[src/rtl/xm23_pkg.sv]
// Shared types and constants for the XM23 run controller.
package xm23_pkg;

  typedef enum logic [2:0] {
    ST_RESET     = 3'd0,
    ST_PRIME     = 3'd1,
    ST_RUN       = 3'd2,
    ST_STEP_IDLE = 3'd3,
    ST_STEP_HI   = 3'd4,
    ST_STEP_LO   = 3'd5,
    ST_HALT      = 3'd6
  } run_state_t;

  localparam logic [15:0] PROGRAM_FINISH = 16'h3FFF;
  localparam logic [14:0] PC_FORCE_ADDR  = 15'h7FFF;

  localparam int unsigned DEF_DIV_FAST  = 3;
  localparam int unsigned DEF_DIV_100HZ = 250_000;
  localparam int unsigned DEF_DIV_10HZ  = 2_500_000;
  localparam int unsigned DEF_DIV_1HZ   = 25_000_000;

  // Wide enough for the slowest half-period count.
  localparam int unsigned TIMER_W = 25;

endpackage

[src/rtl/half_period_timer.sv]
// Free-running half-period counter; tc flags the last cycle of a div-cycle interval.
module half_period_timer
  import xm23_pkg::*;
(
  input  logic               clk_in,
  input  logic               init,
  input  logic               clr,
  input  logic [TIMER_W-1:0] div,
  output logic               tc
);

  logic [TIMER_W-1:0] timer;

  // >= rather than == so a shorter div after a speed change ends the count at once.
  assign tc = (timer >= (div - TIMER_W'(1)));

  always_ff @(posedge clk_in or posedge init) begin
    if (init) begin
      timer <= '0;
    end else if (clr || tc) begin
      timer <= '0;
    end else begin
      timer <= timer + TIMER_W'(1);
    end
  end

endmodule

[src/rtl/xm23_run_ctrl.sv]
// XM23 run controller: core clock generation, PC priming, run/step sequencing,
// halt detection on the finish instruction and the core cycle counter.
module xm23_run_ctrl
  import xm23_pkg::*;
#(
  parameter int unsigned DIV_FAST     = DEF_DIV_FAST,
  parameter int unsigned DIV_100HZ    = DEF_DIV_100HZ,
  parameter int unsigned DIV_10HZ     = DEF_DIV_10HZ,
  parameter int unsigned DIV_1HZ      = DEF_DIV_1HZ,
  parameter int unsigned PRIME_CYCLES = 4,
  parameter int unsigned HALT_CONFIRM = 2,
  parameter int unsigned CNT_W        = 32
) (
  input  logic             clk_in,
  input  logic             init,
  input  logic [1:0]       speed,
  input  logic             run_mode,
  input  logic             step_btn,
  input  logic [15:0]      inst,
  output logic             cpu_clk,
  output logic             pc_force,
  output logic             led,
  output logic             halted,
  output logic [CNT_W-1:0] cycle_count,
  output logic [2:0]       state_o
);

  localparam int unsigned CONF_W = $clog2(HALT_CONFIRM + 1);

  run_state_t         state, state_d;
  logic               cpu_clk_d, led_d, pc_force_d, halted_d;
  logic [CNT_W-1:0]   count_d;
  logic [CONF_W-1:0]  confirm, confirm_d;
  logic               step_q, step_q2, step_edge;
  logic [TIMER_W-1:0] div, div_speed;
  logic               timer_clr, tc, rise, halt_pend;

  always_comb begin
    case (speed)
      2'b11:   div_speed = TIMER_W'(DIV_FAST);
      2'b10:   div_speed = TIMER_W'(DIV_100HZ);
      2'b01:   div_speed = TIMER_W'(DIV_10HZ);
      default: div_speed = TIMER_W'(DIV_1HZ);
    endcase
  end

  // The timer doubles as the PRIME-length counter.
  assign div       = (state == ST_PRIME) ? TIMER_W'(PRIME_CYCLES) : div_speed;
  assign timer_clr = (state inside {ST_RESET, ST_STEP_IDLE, ST_HALT});
  assign step_edge = step_q & ~step_q2;
  assign halt_pend = (confirm == CONF_W'(HALT_CONFIRM));
  assign state_o   = state;

  half_period_timer u_timer (
    .clk_in (clk_in),
    .init   (init),
    .clr    (timer_clr),
    .div    (div),
    .tc     (tc)
  );

  always_comb begin
    state_d   = state;
    cpu_clk_d = cpu_clk;
    led_d     = led;
    case (state)
      ST_RESET: state_d = ST_PRIME;
      ST_PRIME: begin
        if (tc) state_d = run_mode ? ST_RUN : ST_STEP_IDLE;
      end
      ST_RUN: begin
        if (tc) begin
          if (cpu_clk) begin
            cpu_clk_d = 1'b0;
            led_d     = ~led;
            // Mode switch only at the end of a high half; a pending halt finishes the low half first.
            if (!run_mode && !halt_pend) state_d = ST_STEP_IDLE;
          end else if (halt_pend) begin
            state_d = ST_HALT;
          end else begin
            cpu_clk_d = 1'b1;
            led_d     = ~led;
          end
        end
      end
      ST_STEP_IDLE: begin
        if (run_mode) begin
          state_d = ST_RUN;
        end else if (step_edge) begin
          state_d   = ST_STEP_HI;
          cpu_clk_d = 1'b1;
        end
      end
      ST_STEP_HI: begin
        if (tc) begin
          state_d   = ST_STEP_LO;
          cpu_clk_d = 1'b0;
        end
      end
      ST_STEP_LO: begin
        if (tc) state_d = halt_pend ? ST_HALT : ST_STEP_IDLE;
      end
      ST_HALT: state_d = ST_HALT;
      default: state_d = ST_RESET;
    endcase
    pc_force_d = (state_d == ST_RESET) || (state_d == ST_PRIME);
    halted_d   = (state_d == ST_HALT);
  end

  // Halt confirmation and saturating cycle counter, both evaluated on core-clock rises.
  always_comb begin
    rise      = ~cpu_clk & cpu_clk_d;
    confirm_d = confirm;
    count_d   = cycle_count;
    if (rise) begin
      if (inst == PROGRAM_FINISH) begin
        if (!halt_pend) confirm_d = confirm + CONF_W'(1);
      end else begin
        confirm_d = '0;
      end
      if ((confirm_d != CONF_W'(HALT_CONFIRM)) && (cycle_count != '1)) begin
        count_d = cycle_count + CNT_W'(1);
      end
    end
  end

  always_ff @(posedge clk_in or posedge init) begin
    if (init) begin
      state       <= ST_RESET;
      cpu_clk     <= 1'b0;
      led         <= 1'b0;
      pc_force    <= 1'b1;
      halted      <= 1'b0;
      cycle_count <= '0;
      confirm     <= '0;
      step_q      <= 1'b0;
      step_q2     <= 1'b0;
    end else begin
      state       <= state_d;
      cpu_clk     <= cpu_clk_d;
      led         <= led_d;
      pc_force    <= pc_force_d;
      halted      <= halted_d;
      cycle_count <= count_d;
      confirm     <= confirm_d;
      step_q      <= step_btn;
      step_q2     <= step_q;
    end
  end

endmodule

[config.mk]
export PLATFORM = sky130hd
export DESIGN_NAME = xm23_run_ctrl
export DESIGN_NICKNAME = d
export VERILOG_FILES = /design/src/rtl/xm23_pkg.sv /design/src/rtl/half_period_timer.sv /design/src/rtl/xm23_run_ctrl.sv
export SDC_FILE = /design/constraint.sdc
export NUM_CORES = 1
export LEC_CHECK = 0
export CORE_MARGIN = 2
export CORE_UTILIZATION = 30
export DETAILED_ROUTE_END_ITERATION = 7
export SLEW_MARGIN = 20
export SYNTH_ARGS = -nofsm -noshare
export SYNTH_HDL_FRONTEND = slang
export SYNTH_SLANG_ARGS = --single-unit
[constraint.sdc]
create_clock -name clk_in -period 7.8 [get_ports clk_in]
set_input_delay 1.56 -clock clk_in [delete_from_list [all_inputs] [get_ports clk_in]]
set_output_delay 1.56 -clock clk_in [all_outputs]
set_load 0.02 [all_outputs]
==> qor.csv <==
metric;value;unit
crit_buf_inv;3;
grt_start_max_net_pins;69;
synth_cell_types;50;
hp-class;reg -> reg;
power_density;255;nW/µm²
synth_flop_cell;dfrtp_1;
drt_iter0_drc;219;
nFillCells;1439;
r2r_setup_slack;3.09;ns
synth_edf_count;0;
r2r-end;cycle_count[1]$_DFFE_PP0P_;
vias_per_cell;5.09;
synth_area;4400;µm²
synth-seq-cells;68;
min_period;6.00;ns
cts_root_buffer;clkbuf_16;
synth_cells;472;
cp.required;8.02;ns
worst_slack;1.80;ns
worstSkewPairLatency;0.33;ns
numClockSinks;68;
critPathCaptureType;flip-flop;
clockBufferDepth;2;
fmax;0.167;GHz
placed_area;5180;µm²
die_w;125;µm
diodes;0;
max_stage_delay;0.59;ns
holdPathStages;0;
cts_resized;0;
skew;0.00913;ns
drv_cap;0;
min_to;step_q2$_DFF_PP0_;
hold_buffers;0;
slew_viol_final;0;
vias;3667;
fp.dieH;125;µm
synth_commonest_cells;67 x dfrtp_1, 57 x nor2_1, 38 x nand2_1, 38 x xor2_1, 33 x ha_1;
synth.area.top_cells;dfrtp_1 38%, ha_1 9.4%, xor2_1 7.6%;
io_pins;61;
r2r-start;state_o[0]$_DFF_PP0_;
drt-total-wl;10.1;mm
first_pass_iters;4;
start_util;30.5;%
synth_top_area_share;38.1;%
clk_pin_slew_worst_paths;0.06;ns
dieArea;15700;µm²
io_buffers;60;
power.leakage;2.29;nW
rows;44;
crit_arrival;6.23;ns
p_total;1.40;mW
syn-num-nets;527;
dp.cells;703;
final_area;5500;µm²
synth.most_common_cell;dfrtp_1;
dp_slack;1.48;ns
syn_avg_cell_area;9.33;µm²
drt-wirelength-per-cell;14.0;µm
grt_overflow;0;
r2r_cells;16;
cts_buffers;9;
setup-tns-final;0;ns
finalNonFillerCells;720;
critPathTopFamily;simple AND/OR/NAND/NOR gates;
critical_path_class;in -> reg;
ant_nets;0;
slew_headroom;42.6;%
grt_pass1_vias;3563;
vdd_drop_max;124;µV
h-tree-depth;3;
rsz0062_at_grt;false;
critPathSlowestCell;nor2_1;
hold_ws;0.406;ns
drive_gt1_share;9.14;%
cts_setup_buffers;0;
yosys.area.top_type;dfrtp_1;
hp-start;step_q$_DFF_PP0_;
grt_first_pass_wirelength;17.2;mm
tritoncts;built;
cp_max_fo;20;
ys_warn_count;0;
antenna_found_initial;0;
hold_viol_final;0;
core_area;14400;µm²
gp_congestion;0.835;
syn2layout_area_growth;25.0;%
finalSetupViolCount;0;
outcome;completed;
fin_nets;586;
critPathLaunchType;input port;
fin_util;38.2;%
finalCritPeriodShare;77.0;%
grt_use_total;13.3;%
path_cells;clkdlybuf4s50_1, inv_1, ha_1, or4_1, nor2_1, a21oi_1, ha_1, nand4_1, nor4_1, nand2_1, a21oi_1, nor3_4, buf_4, nor3_1, mux2_2;
tightest_slew;0.861;ns
synth-async-reset-ratio;100;%
post-dp-hpwl;7.35;mm
drc;0;
seq_area_frac_synth;38.7;%
==> state kept, by name (all words and copies together), names as in the netlist <==
register / count
halted: 1
step_q: 1
u_timer.timer: 25
led: 1
cpu_clk: 1
step_q2: 1
cycle_count: 32
pc_force: 1
confirm: 2
state_o: 3
==> kinds of logic after synthesis <==
logic type,share of synthesized area [%]
AO/OA/AOI/OAI,7.19
XOR/XNOR,11.1
AND/OR/NAND/NOR,28.8
adder cells (fa/ha/maj),9.38
buffers and inverters,4.12
flip-flops,38.7
multiplexers,0.710
==> worst max path at each step <==
| stage | start | cells after the start | endpoint |
|---|---|---|---|
| finish | speed[0] | 15 | cycle_count[1]$_DFFE_PP0P_ |
| global route | speed[0] | 15 | cycle_count[1]$_DFFE_PP0P_ |
| CTS | speed[0] | 15 | cycle_count[1]$_DFFE_PP0P_ |
| detailed placement | speed[0] | 15 | cycle_count[1]$_DFFE_PP0P_ |
| global placement | speed[0] | 15 | cycle_count[1]$_DFFE_PP0P_ |
| floorplan | speed[1] | 15 | cycle_count[1]$_DFFE_PP0P_ |
==> final cells by class <==
| cell class | count | area (µm²) | area share (%) |
|---|---|---|---|
| clock inverters | 6 | 88.8 | 1.61 |
| repair buffers | 65 | 638 | 11.6 |
| inverters | 23 | 86.3 | 1.57 |
| flip-flops and latches | 68 | 1700 | 30.9 |
| clock buffers | 10 | 229 | 4.16 |
| well taps | 184 | 230 | 4.18 |
| multi-input cells | 364 | 2530 | 45.9 |
==> worst register-to-register path, cell delays in order (launching register included) <==
cell	delay [ns]
dfrtp_1	0.57
nand2b_1	0.17
nand2b_1	0.46
nand2_1	0.19
ha_1	0.22
o21ai_0	0.19
a21oi_1	0.25
nor2_1	0.10
ha_1	0.28
nand4_1	0.17
nor4_1	0.51
nand2_1	0.09
a21oi_1	0.28
nor3_4	0.15
buf_4	0.28
nor3_1	0.34
mux2_2	0.37
==> metal layers <==
layer | GRT usage [%] | vias up | wire [µm]
li1 | - | 1798 | -
met4 | 5.49 | 0 | 165
met2 | 22.0 | 66 | 4870
met1 | 17.4 | 1793 | 4740
met5 | 0 | - | 0
met3 | 2.01 | 10 | 281
==> cell usage in the layout (no fill, tap or decap), drive strengths merged, types with 4 or more instances in the layout <==
cell	n
dfrtp	67
clkdlybuf4s50	60
nor2	57
nand2	38
xor2	38
ha	33
nor4	27
a21oi	26
inv	23
nand4	21
nand3	21
xnor2	18
nor3	14
o21ai	12
clkbuf	10
and3	7
and4	6
or3	6
nor2b	5
buf	5
o22ai	4
nand2b	4
==> power breakdown <==
part           switching (mW)  internal, mW  leakage [nW]
clock network           0.155         0.280         0.149
registers              0.0656         0.395         0.858
logic                   0.301         0.207          1.29
(Power assumes the default switching activity.)
